## config.mk

```make
export PLATFORM = sky130hd
export DESIGN_NAME = mac_pipelined
export DESIGN_NICKNAME = d
export VERILOG_FILES = /design/src/rtl/cnn_pkg.sv /design/src/rtl/mac_adder_tree.sv /design/src/rtl/mac_pipelined.sv
export SDC_FILE = /design/constraint.sdc
export NUM_CORES = 2
export LEC_CHECK = 0
export ABC_AREA = 1
export BUFFER_PORTS_ARGS = -buffer_cell sky130_fd_sc_hd__buf_2
export CAP_MARGIN = 40
export CORE_ASPECT_RATIO = 2
export CORE_UTILIZATION = 40
export DETAILED_ROUTE_END_ITERATION = 6
export SYNTH_ARGS = -nofsm -noshare
export SYNTH_HDL_FRONTEND = slang
export SYNTH_HIERARCHICAL = 1
export SYNTH_SLANG_ARGS = --single-unit
```

## constraint.sdc

```tcl
create_clock -name clk -period 12.2 [get_ports clk]
set_input_delay 1.22 -clock clk [delete_from_list [all_inputs] [get_ports clk]]
set_output_delay 1.22 -clock clk [all_outputs]
set_load 0.01 [all_outputs]
```

## src/rtl/cnn_pkg.sv

```systemverilog
// rtl/cnn_pkg.sv - shared widths, limits and saturating add for the CNN datapath
package cnn_pkg;

  // Largest kernel edge the window generator can deliver.
  localparam int MAX_KERNEL_SIZE = 7;

  // Saturating add result: clamp flag plus the clamped value in 64-bit form.
  typedef struct packed {
    logic               sat;
    logic signed [63:0] val;
  } sat_t;

  // Width of one unsigned-feature by signed-weight product.
  function automatic int prod_width(input int dw);
    return 2 * dw;
  endfunction

  // Width of the reduced KxK product sum; wide enough that it cannot overflow.
  function automatic int tree_width(input int dw, input int k);
    return 2 * dw + $clog2(k * k);
  endfunction

  // Add two sign-extended operands and clamp to a signed w-bit range (w <= 63).
  function automatic sat_t sat_add(input logic signed [63:0] a,
                                   input logic signed [63:0] b,
                                   input int w);
    logic signed [63:0] s;
    logic signed [63:0] hi;
    logic signed [63:0] lo;
    sat_t r;
    s  = a + b;
    hi = (64'sd1 <<< (w - 1)) - 64'sd1;
    lo = -(64'sd1 <<< (w - 1));
    r.sat = 1'b0;
    r.val = s;
    if (s > hi) begin
      r.sat = 1'b1;
      r.val = hi;
    end else if (s < lo) begin
      r.sat = 1'b1;
      r.val = lo;
    end
    return r;
  endfunction

endpackage

```

## src/rtl/mac_adder_tree.sv

```systemverilog
// rtl/mac_adder_tree.sv - recursive balanced signed adder tree with optional output register
module mac_adder_tree #(
  parameter int N          = 9,
  parameter int IW         = 16,
  parameter int OW         = IW + $clog2(N),
  parameter bit REGISTERED = 1'b1
) (
  input  logic                 clk,
  input  logic                 rst,
  input  logic                 en,
  input  logic [N*IW-1:0]      din,
  output logic signed [OW-1:0] dout
);

  logic signed [OW-1:0] sum_c;

  generate
    if (N == 1) begin : g_leaf
      assign sum_c = OW'(signed'(din[IW-1:0]));
    end else begin : g_split
      // Lower half gets floor(N/2) terms so odd counts fall naturally into the upper half.
      localparam int NL  = N / 2;
      localparam int NH  = N - NL;
      localparam int OWL = IW + $clog2(NL);
      localparam int OWH = IW + $clog2(NH);

      logic signed [OWL-1:0] lo_sum;
      logic signed [OWH-1:0] hi_sum;

      mac_adder_tree #(
        .N(NL), .IW(IW), .OW(OWL), .REGISTERED(1'b0)
      ) u_lo (
        .clk  (clk),
        .rst  (rst),
        .en   (en),
        .din  (din[NL*IW-1:0]),
        .dout (lo_sum)
      );

      mac_adder_tree #(
        .N(NH), .IW(IW), .OW(OWH), .REGISTERED(1'b0)
      ) u_hi (
        .clk  (clk),
        .rst  (rst),
        .en   (en),
        .din  (din[N*IW-1:NL*IW]),
        .dout (hi_sum)
      );

      assign sum_c = OW'(lo_sum) + OW'(hi_sum);
    end

    if (REGISTERED) begin : g_reg
      // Capture the full sum; hold it while the pipeline is stalled.
      always_ff @(posedge clk) begin
        if (rst) begin
          dout <= '0;
        end else if (en) begin
          dout <= sum_c;
        end
      end
    end else begin : g_comb
      logic unused_ctrl;
      assign unused_ctrl = clk ^ rst ^ en;
      assign dout = sum_c;
    end
  endgenerate

endmodule

```

## src/rtl/mac_pipelined.sv

```systemverilog
// rtl/mac_pipelined.sv - three-stage KxK MAC with channel accumulation, bias and saturation
module mac_pipelined
  import cnn_pkg::*;
#(
  parameter int KERNEL_SIZE = 3,
  parameter int DATA_WIDTH  = 8,
  parameter int ACC_WIDTH   = 32
) (
  input  logic                                        clk,
  input  logic                                        rst,
  input  logic                                        in_valid,
  output logic                                        in_ready,
  input  logic                                        in_first,
  input  logic                                        in_last,
  input  logic [KERNEL_SIZE*KERNEL_SIZE*DATA_WIDTH-1:0] feature,
  input  logic [KERNEL_SIZE*KERNEL_SIZE*DATA_WIDTH-1:0] kernel,
  input  logic signed [ACC_WIDTH-1:0]                 bias,
  output logic                                        out_valid,
  input  logic                                        out_ready,
  output logic signed [ACC_WIDTH-1:0]                 result,
  output logic                                        out_sat
);

  localparam int NT = KERNEL_SIZE * KERNEL_SIZE;
  localparam int PW = prod_width(DATA_WIDTH);
  localparam int TW = tree_width(DATA_WIDTH, KERNEL_SIZE);

  // The whole pipeline moves only when the output register is free or being drained.
  logic adv;
  assign adv      = !(out_valid && !out_ready);
  assign in_ready = adv;

  // Per-element products: zero-extend the pixel, sign-extend the weight, multiply at product width.
  logic [NT*PW-1:0] prod_c;

  genvar gi;
  generate
    for (gi = 0; gi < NT; gi++) begin : g_mul
      logic signed [PW-1:0] fx;
      logic signed [PW-1:0] wx;
      logic signed [PW-1:0] p;
      assign fx = PW'(signed'({1'b0, feature[gi*DATA_WIDTH +: DATA_WIDTH]}));
      assign wx = PW'(signed'(kernel[gi*DATA_WIDTH +: DATA_WIDTH]));
      assign p  = fx * wx;
      assign prod_c[gi*PW +: PW] = p;
    end
  endgenerate

  logic                        s1_valid;
  logic                        s1_first;
  logic                        s1_last;
  logic signed [ACC_WIDTH-1:0] s1_bias;
  logic [NT*PW-1:0]            s1_prod;

  // S1: register products together with the beat's flags and bias.
  always_ff @(posedge clk) begin
    if (rst) begin
      s1_valid <= 1'b0;
      s1_first <= 1'b0;
      s1_last  <= 1'b0;
      s1_bias  <= '0;
      s1_prod  <= '0;
    end else if (adv) begin
      s1_valid <= in_valid;
      s1_first <= in_first;
      s1_last  <= in_last;
      s1_bias  <= bias;
      s1_prod  <= prod_c;
    end
  end

  logic                        s2_valid;
  logic                        s2_first;
  logic                        s2_last;
  logic signed [ACC_WIDTH-1:0] s2_bias;
  logic signed [TW-1:0]        s2_sum;

  mac_adder_tree #(
    .N(NT), .IW(PW), .OW(TW), .REGISTERED(1'b1)
  ) u_tree (
    .clk  (clk),
    .rst  (rst),
    .en   (adv),
    .din  (s1_prod),
    .dout (s2_sum)
  );

  // S2: carry side-band alongside the registered tree sum.
  always_ff @(posedge clk) begin
    if (rst) begin
      s2_valid <= 1'b0;
      s2_first <= 1'b0;
      s2_last  <= 1'b0;
      s2_bias  <= '0;
    end else if (adv) begin
      s2_valid <= s1_valid;
      s2_first <= s1_first;
      s2_last  <= s1_last;
      s2_bias  <= s1_bias;
    end
  end

  logic signed [ACC_WIDTH-1:0] acc;
  logic                        sticky;
  logic                        grp_open;

  logic                        s3_start;
  logic signed [ACC_WIDTH-1:0] s3_base;
  logic                        s3_clamp;
  logic [63-ACC_WIDTH:0]       sat_hi_unused;
  logic signed [ACC_WIDTH-1:0] s3_val;
  logic                        s3_sticky;

  // S3 next value: a beat with no open group starts a fresh group, from bias only when flagged first.
  always_comb begin
    s3_start = s2_first || !grp_open;
    if (s2_first) begin
      s3_base = s2_bias;
    end else if (grp_open) begin
      s3_base = acc;
    end else begin
      s3_base = '0;
    end
    {s3_clamp, sat_hi_unused, s3_val} = sat_add(64'(s3_base), 64'(s2_sum), ACC_WIDTH);
    s3_sticky = (s3_start ? 1'b0 : sticky) | s3_clamp;
  end

  // S3 state and output register: accumulate, close group on last, drain on handshake.
  always_ff @(posedge clk) begin
    if (rst) begin
      acc       <= '0;
      sticky    <= 1'b0;
      grp_open  <= 1'b0;
      out_valid <= 1'b0;
      result    <= '0;
      out_sat   <= 1'b0;
    end else begin
      if (adv && s2_valid) begin
        acc      <= s3_val;
        sticky   <= s3_sticky;
        grp_open <= !s2_last;
        if (s2_last) begin
          result  <= s3_val;
          out_sat <= s3_sticky;
        end
      end
      if (adv && s2_valid && s2_last) begin
        out_valid <= 1'b1;
      end else if (out_ready) begin
        out_valid <= 1'b0;
      end
    end
  end

endmodule

```

Word level (Yosys, flattened, before mapping)
Cells that the tools add are included.
{"block": "totals", "elab_cells": 54, "register_bits": 302}
{"block": "op_classes", "addsub": 9, "muxes": 7, "n_reduce_logical": 10, "n_mul": 9, "n_bitwise": 1, "order_cmp": 2}
{"cell": "$mul A9 B8 Y16", "n": 9}
{"cell": "$mux W65", "n": 2}
{"cell": "$add A16 B16 Y17", "n": 4}
{"cell": "$mux W32", "n": 2}
{"cell": "$add A32 B20 Y33", "n": 1}
{"cell": "$gt A33 B32 Y1 const B", "n": 1}
{"cell": "$lt A33 B32 Y1 const B", "n": 1}
{"cell": "$add A18 B19 Y20", "n": 1}
{"cell": "$add A17 B18 Y19", "n": 1}
{"cell": "$add A16 B17 Y18", "n": 1}
{"cell": "$add A17 B17 Y18", "n": 1}
{"cell": "$logic_not A1 Y1", "n": 4}
{"cell": "$logic_and A1 B1 Y1", "n": 3}
{"cell": "$mux W1", "n": 3}
{"cell": "$reduce_and A2 Y1", "n": 1}
{"cell": "$reduce_bool A2 Y1", "n": 1}
{"cell": "$logic_or A1 B1 Y1", "n": 1}
{"cell": "$or A1 B1 Y1", "n": 1}

Depth between registers and ports, before layout
{"block": "depth", "word_depth": 7, "mapped_depth": 40, "ltp_nobuf": 39}

By module
The synthesis kept the hierarchy.
{"mod": "mac_pipelined", "seq_area_each_um2": 5645.4, "area_each_um2": 32227.2, "n_inst": 1, "cells_per_inst": 4400}
{"mod": "mac_adder_tree at u_tree.g_split.u_hi.g_split.u_hi.g_split.u_hi ...", "seq_area_each_um2": 0.0, "area_each_um2": 1011.0, "n_inst": 4, "cells_per_inst": 195}
{"mod": "mac_adder_tree at u_tree.g_split.u_hi.g_split.u_hi ...", "seq_area_each_um2": 0.0, "area_each_um2": 991.0, "n_inst": 2, "cells_per_inst": 183}
{"mod": "mac_adder_tree at u_tree", "seq_area_each_um2": 400.4, "area_each_um2": 1955.6, "n_inst": 1, "cells_per_inst": 329}
{"mod": "mac_adder_tree at u_tree.g_split.u_hi.g_split.u_hi.g_split.u_hi.g_split.u_hi ...", "seq_area_each_um2": 0.0, "area_each_um2": 120.1, "n_inst": 9, "cells_per_inst": 16}
{"mod": "mac_adder_tree at u_tree.g_split.u_hi", "seq_area_each_um2": 0.0, "area_each_um2": 1032.2, "n_inst": 1, "cells_per_inst": 194}

Least setup slack after synthesis
Ideal clock, no wire load.
{"block": "synth_path", "path_kind": "input to register", "startpoint": "input feature[64]", "endpoint": "register s1_prod[140]", "slack_ns": 7.166, "path_buffers": 1, "t_arrival_ns": 4.960, "setup_time_ns": 0.074, "cell_stages": 21, "cell_sequence": "clkbuf_1 > or2_2 > fa_1 > fa_1 > inv_1 > fa_1 > inv_1 > fa_1 > inv_1 > ha_1 > a21oi_1 > nand2_1 > nand2_1 > nand2_1 > a21oi_1 > nor2_1 > o21ai_0 > nand2_1 > nand2_1 > nand2_1 > o21ai_0"}
{"block": "synth_via", "elab_chain_cells": 1}
{"item": "start: declaration", "line_no": "mac_pipelined.sv:15", "rtl": "input logic [KERNEL_SIZE*KERNEL_SIZE*DATA_WIDTH-1:0] feature,"}
{"item": "$mul A9 B8 Y16", "line_no": "mac_pipelined.sv:44", "rtl": "assign p = fx * wx;"}
{"item": "end signal: assignment", "line_no": "mac_pipelined.sv:68", "rtl": "s1_prod <= prod_c;"}
{"item": "end: declaration", "line_no": "mac_pipelined.sv:53", "rtl": "logic [NT*PW-1:0] s1_prod;"}
No other way between the ends.
A chain may end at the register's enable or synchronous reset.

Worst setup path after layout
{"block": "layout_path", "startpoint": "register s1_prod[112]", "endpoint": "register u_tree.dout[18]"}
{"block": "layout_via", "elab_chain_cells": 4}
{"item": "$add A16 B16 Y17", "line_no": "mac_adder_tree.sv:50", "rtl": "assign sum_c = OW'(lo_sum) + OW'(hi_sum);"}
{"item": "named net u_tree.g_split.u_hi.g_split.u_hi.g_split.hi_sum[6]", "line_no": "mac_adder_tree.sv:28", "rtl": "logic signed [OWH-1:0] hi_sum;"}
{"item": "$add A16 B17 Y18", "line_no": "mac_adder_tree.sv:50"}
{"item": "named net u_tree.g_split.u_hi.g_split.hi_sum[7]", "line_no": "mac_adder_tree.sv:28"}
{"item": "$add A17 B18 Y19", "line_no": "mac_adder_tree.sv:50"}
{"item": "named net u_tree.g_split.hi_sum[13]", "line_no": "mac_adder_tree.sv:28"}
{"item": "$add A18 B19 Y20", "line_no": "mac_adder_tree.sv:50"}
{"item": "end signal: assignment", "line_no": "mac_adder_tree.sv:59", "rtl": "dout <= sum_c;"}
{"item": "end: declaration", "line_no": "mac_adder_tree.sv:12", "rtl": "output logic signed [OW-1:0] dout"}
The timed path passes the listed nets, and every way through them passes these cells.

==> results.toml <==
[clocking]
cts_resized = 0
cts_tree = "yes"
insertion_delay_ns = 0.63
h-tree-depth = 1
cts.path.max_buffers = 3
holdBufCountCts = 0
cts-root-buf = "clkbuf_16"
cts_setup_buffers = 0
clock_sinks = 302
cts.clk_slew.worst_paths_ns = 0.07
cts_buffers = 30

[hold_path]
holdPathStages = 2
hold_class = "reg2reg"
min_from = "result[28]$_SDFFE_PP0P_"
whs_endpoint = "result[28]$_SDFFE_PP0P_"

[outcome]
status = "complete, no violations"

[finish]
fillCellCount = 11000
layout_common_cells = "1728 x nand2_1, 1359 x inv_1, 528 x ha_1"
final_common_cell = "nand2_1"
instances_no_fill = 7494
drive_gt1_share_pct = 9.08
finalInstanceArea_mm2 = 0.0443
final_net_count = 7162
area.growth.synth_to_final_pct = 4.58

[worst_setup_path]
rrSetupSlack_ns = 7.02
critPathSlowestCell = "fa_1"
timing_worst_setup_path_type = "reg2reg"
crit_buf_inv = 1
rr_worst_depth = 30
worstPathArrival_ns = 5.74
cp-start-kind = "register"
r2r_start = "s1_prod[112]$_SDFFE_PP0N_"
cp.required_ns = 12.76
worstReg2RegEnd = "u_tree/dout[18]$_SDFFE_PP0P_"
crit_family = "adder cells"
endpoint_kind = "register"
path_max_fanout = 5
cp_common_cell = "nand2_1"
max_stage_delay_ns = 0.41

[drt]
drc = 0
dr.first_iter.drc_count = 1406
via_per_inst = 4.84
drtAntennaViolNets = 0
wl_mm = 115
dr.pass1.iters = 6
vias = 36300
wl_per_cell_um = 15.3

[logic_synthesis]
synth_edf_count = 0
synthCells = 6213
ys_seq_elements = 302
syn_nets = 7265
synth.distinct_cells = 49
synth_ff_type = "dfxtp_1"
synth-seq-area-share_pct = 14.3
synth-async-reset-ratio_pct = 0
syn_area_per_cell_um2 = 6.81
ys.warnings.count = 6
syn-cell-area_mm2 = 0.0423

[die]
start_util_pct = 40.3
die_w_um = 232
dieArea_mm2 = 0.107
ios = 217
row_count = 168
dieHeight_um = 462
coreArea_mm2 = 0.105

[timing]
period_needed_ns = 5.18
max_freq_mhz = 193
slew_viol_final = 0
slew_headroom_pct = 44.9
tns_ns = 0
hold_viol = 0
setup_viol = 0
worst_pin_slew_ns = 0.827
finalClockSkew_ns = 0.0275
rsz0062_at_grt = "false"
fin_crit_sh_pct = 42.4

[place]
dpl_cell_area_mm2 = 0.0433
io_buffers = 216
gp_congestion = 0.965
dp_cells = 7438
dpl.hpwl_mm = 96.3

[global_routing]
grt_pass1_wl_mm = 185
antenna_found_initial = 3
grt_usage_pct = 21.6
grt_max_degree = 72
grt_pass1_vias = 37000
grt-ovfl-total = 0

[power_and_ir_drop]
peakVddDrop_mv = 0.508
p_leak_nw = 26.2
powerDensity_mw_per_mm2 = 291

[run]
maxCapViolations = 0
worst min-delay path: stages (launching register included):
cell     delay [ns]
dfxtp_1        0.31
nand2_1        0.06
nand2_1        0.04
routing by layer:
| layer | global-route usage, % | up-vias | wire [um] |
|---|---|---|---|
| met5 | 0 | - | 12 |
| met4 | 11.8 | 2 | 6730 |
| met3 | 1.58 | 265 | 3220 |
| met2 | 43.3 | 640 | 62500 |
| met1 | 21.3 | 16900 | 42100 |
| li1 | - | 18500 | - |
stage by stage:
step	setup slack (ns)	utilization, %	hold slack, ns	total power [mW]
final	7.02	42.2	0.446	12.9
after global routing	6.58	42.2	0.461	14.5
after CTS	7.07	42.2	0.449	13.0
after detailed placement	6.73	41.3	0.434	12.0
after global placement	6.65	41.2	0.431	11.9
after floorplan	7.17	-	0.427	9.63
Yosys cell counts (9+ instances only):
cell       instances  area (um2)
inv_1           1360        5100
clkbuf_1         194         728
inv_2             25        93.8
nor3_1            37         185
buf_4            148        1110
xnor2_1           34         298
fa_1             342        6850
ha_1             528        6610
a21oi_1          284        1420
nand2_2          110         688
nor2_1           225         845
nand2_1         1728        6490
o21ai_0          175         876
o21bai_1          23         173
nor2_2            15        93.8
o2111ai_1         10        87.6
buf_2             11        55.1
nor3_2            18         180
a32o_1            11         110
dfxtp_1          302        6050
nand3_1          233        1170
o22ai_1           66         413
nand3_2           13         130
a21o_1             9        67.6
a22o_1            38         333
nand3b_1          15         113
or2_2             59         369
nand2_4           11         124
xor2_1           113         990
sequential cells by signal, summed over array words and instances (netlist names):
name         cells
s1_first         1
s2_first         1
s1_valid         1
s1_prod        144
result          32
out_valid        1
s1_last          1
s2_last          1
s2_valid         1
sticky           1
s1_bias         32
u_tree/dout     20
s2_bias         32
acc             32
grp_open         1
out_sat          1
power by group:
group          switching [mW]  internal, mW  total (mW)
Sequential              0.145          1.23        1.38
Combinational            6.83          3.75        10.6
Clock                   0.433         0.500       0.933
worst max path at each step:
stage                              endpoint  slack (ns)  cells past startpoint                 startpoint
2_1_floorplan     s1_prod[140]$_SDFFE_PP0N_        7.17                     21                feature[64]
3_3_place_gp      s1_prod[140]$_SDFFE_PP0N_        6.65                     22                 kernel[71]
3_5_place_dp      s1_prod[140]$_SDFFE_PP0N_        6.73                     22                 kernel[71]
4_1_cts        u_tree/dout[17]$_SDFFE_PP0P_        7.07                     34  s1_prod[112]$_SDFFE_PP0N_
5_1_grt        u_tree/dout[17]$_SDFFE_PP0P_        6.58                     34  s1_prod[112]$_SDFFE_PP0N_
6_report       u_tree/dout[18]$_SDFFE_PP0P_        7.02                     30  s1_prod[112]$_SDFFE_PP0N_
cell families (layout without fill, tap and decap cells):
group / count (synthesis) / in the layout / synth area share, %
other cells: 0 / 2 / 0
xor+xnor: 147 / 147 / 3.04
compound gates: 644 / 644 / 8.74
buf+inv: 1756 / 1675 / 17.1
simple gates: 2494 / 2494 / 25.0
fa+ha+maj: 870 / 870 / 31.8
flops: 302 / 302 / 14.3
final cells by class:
type                    instances  area, um2  area share [%]
clock inverters                15        136           0.308
repair buffers                233       1270            2.87
inverters                    1388       5210            11.8
clock buffers                  39        825            1.86
multi-input cells            4155      29100            65.7
well taps                    1360       1700            3.84
diodes                          2       5.00          0.0113
flip-flops and latches        302       6050            13.7
Note: power is estimated with default switching activity, not from simulation.
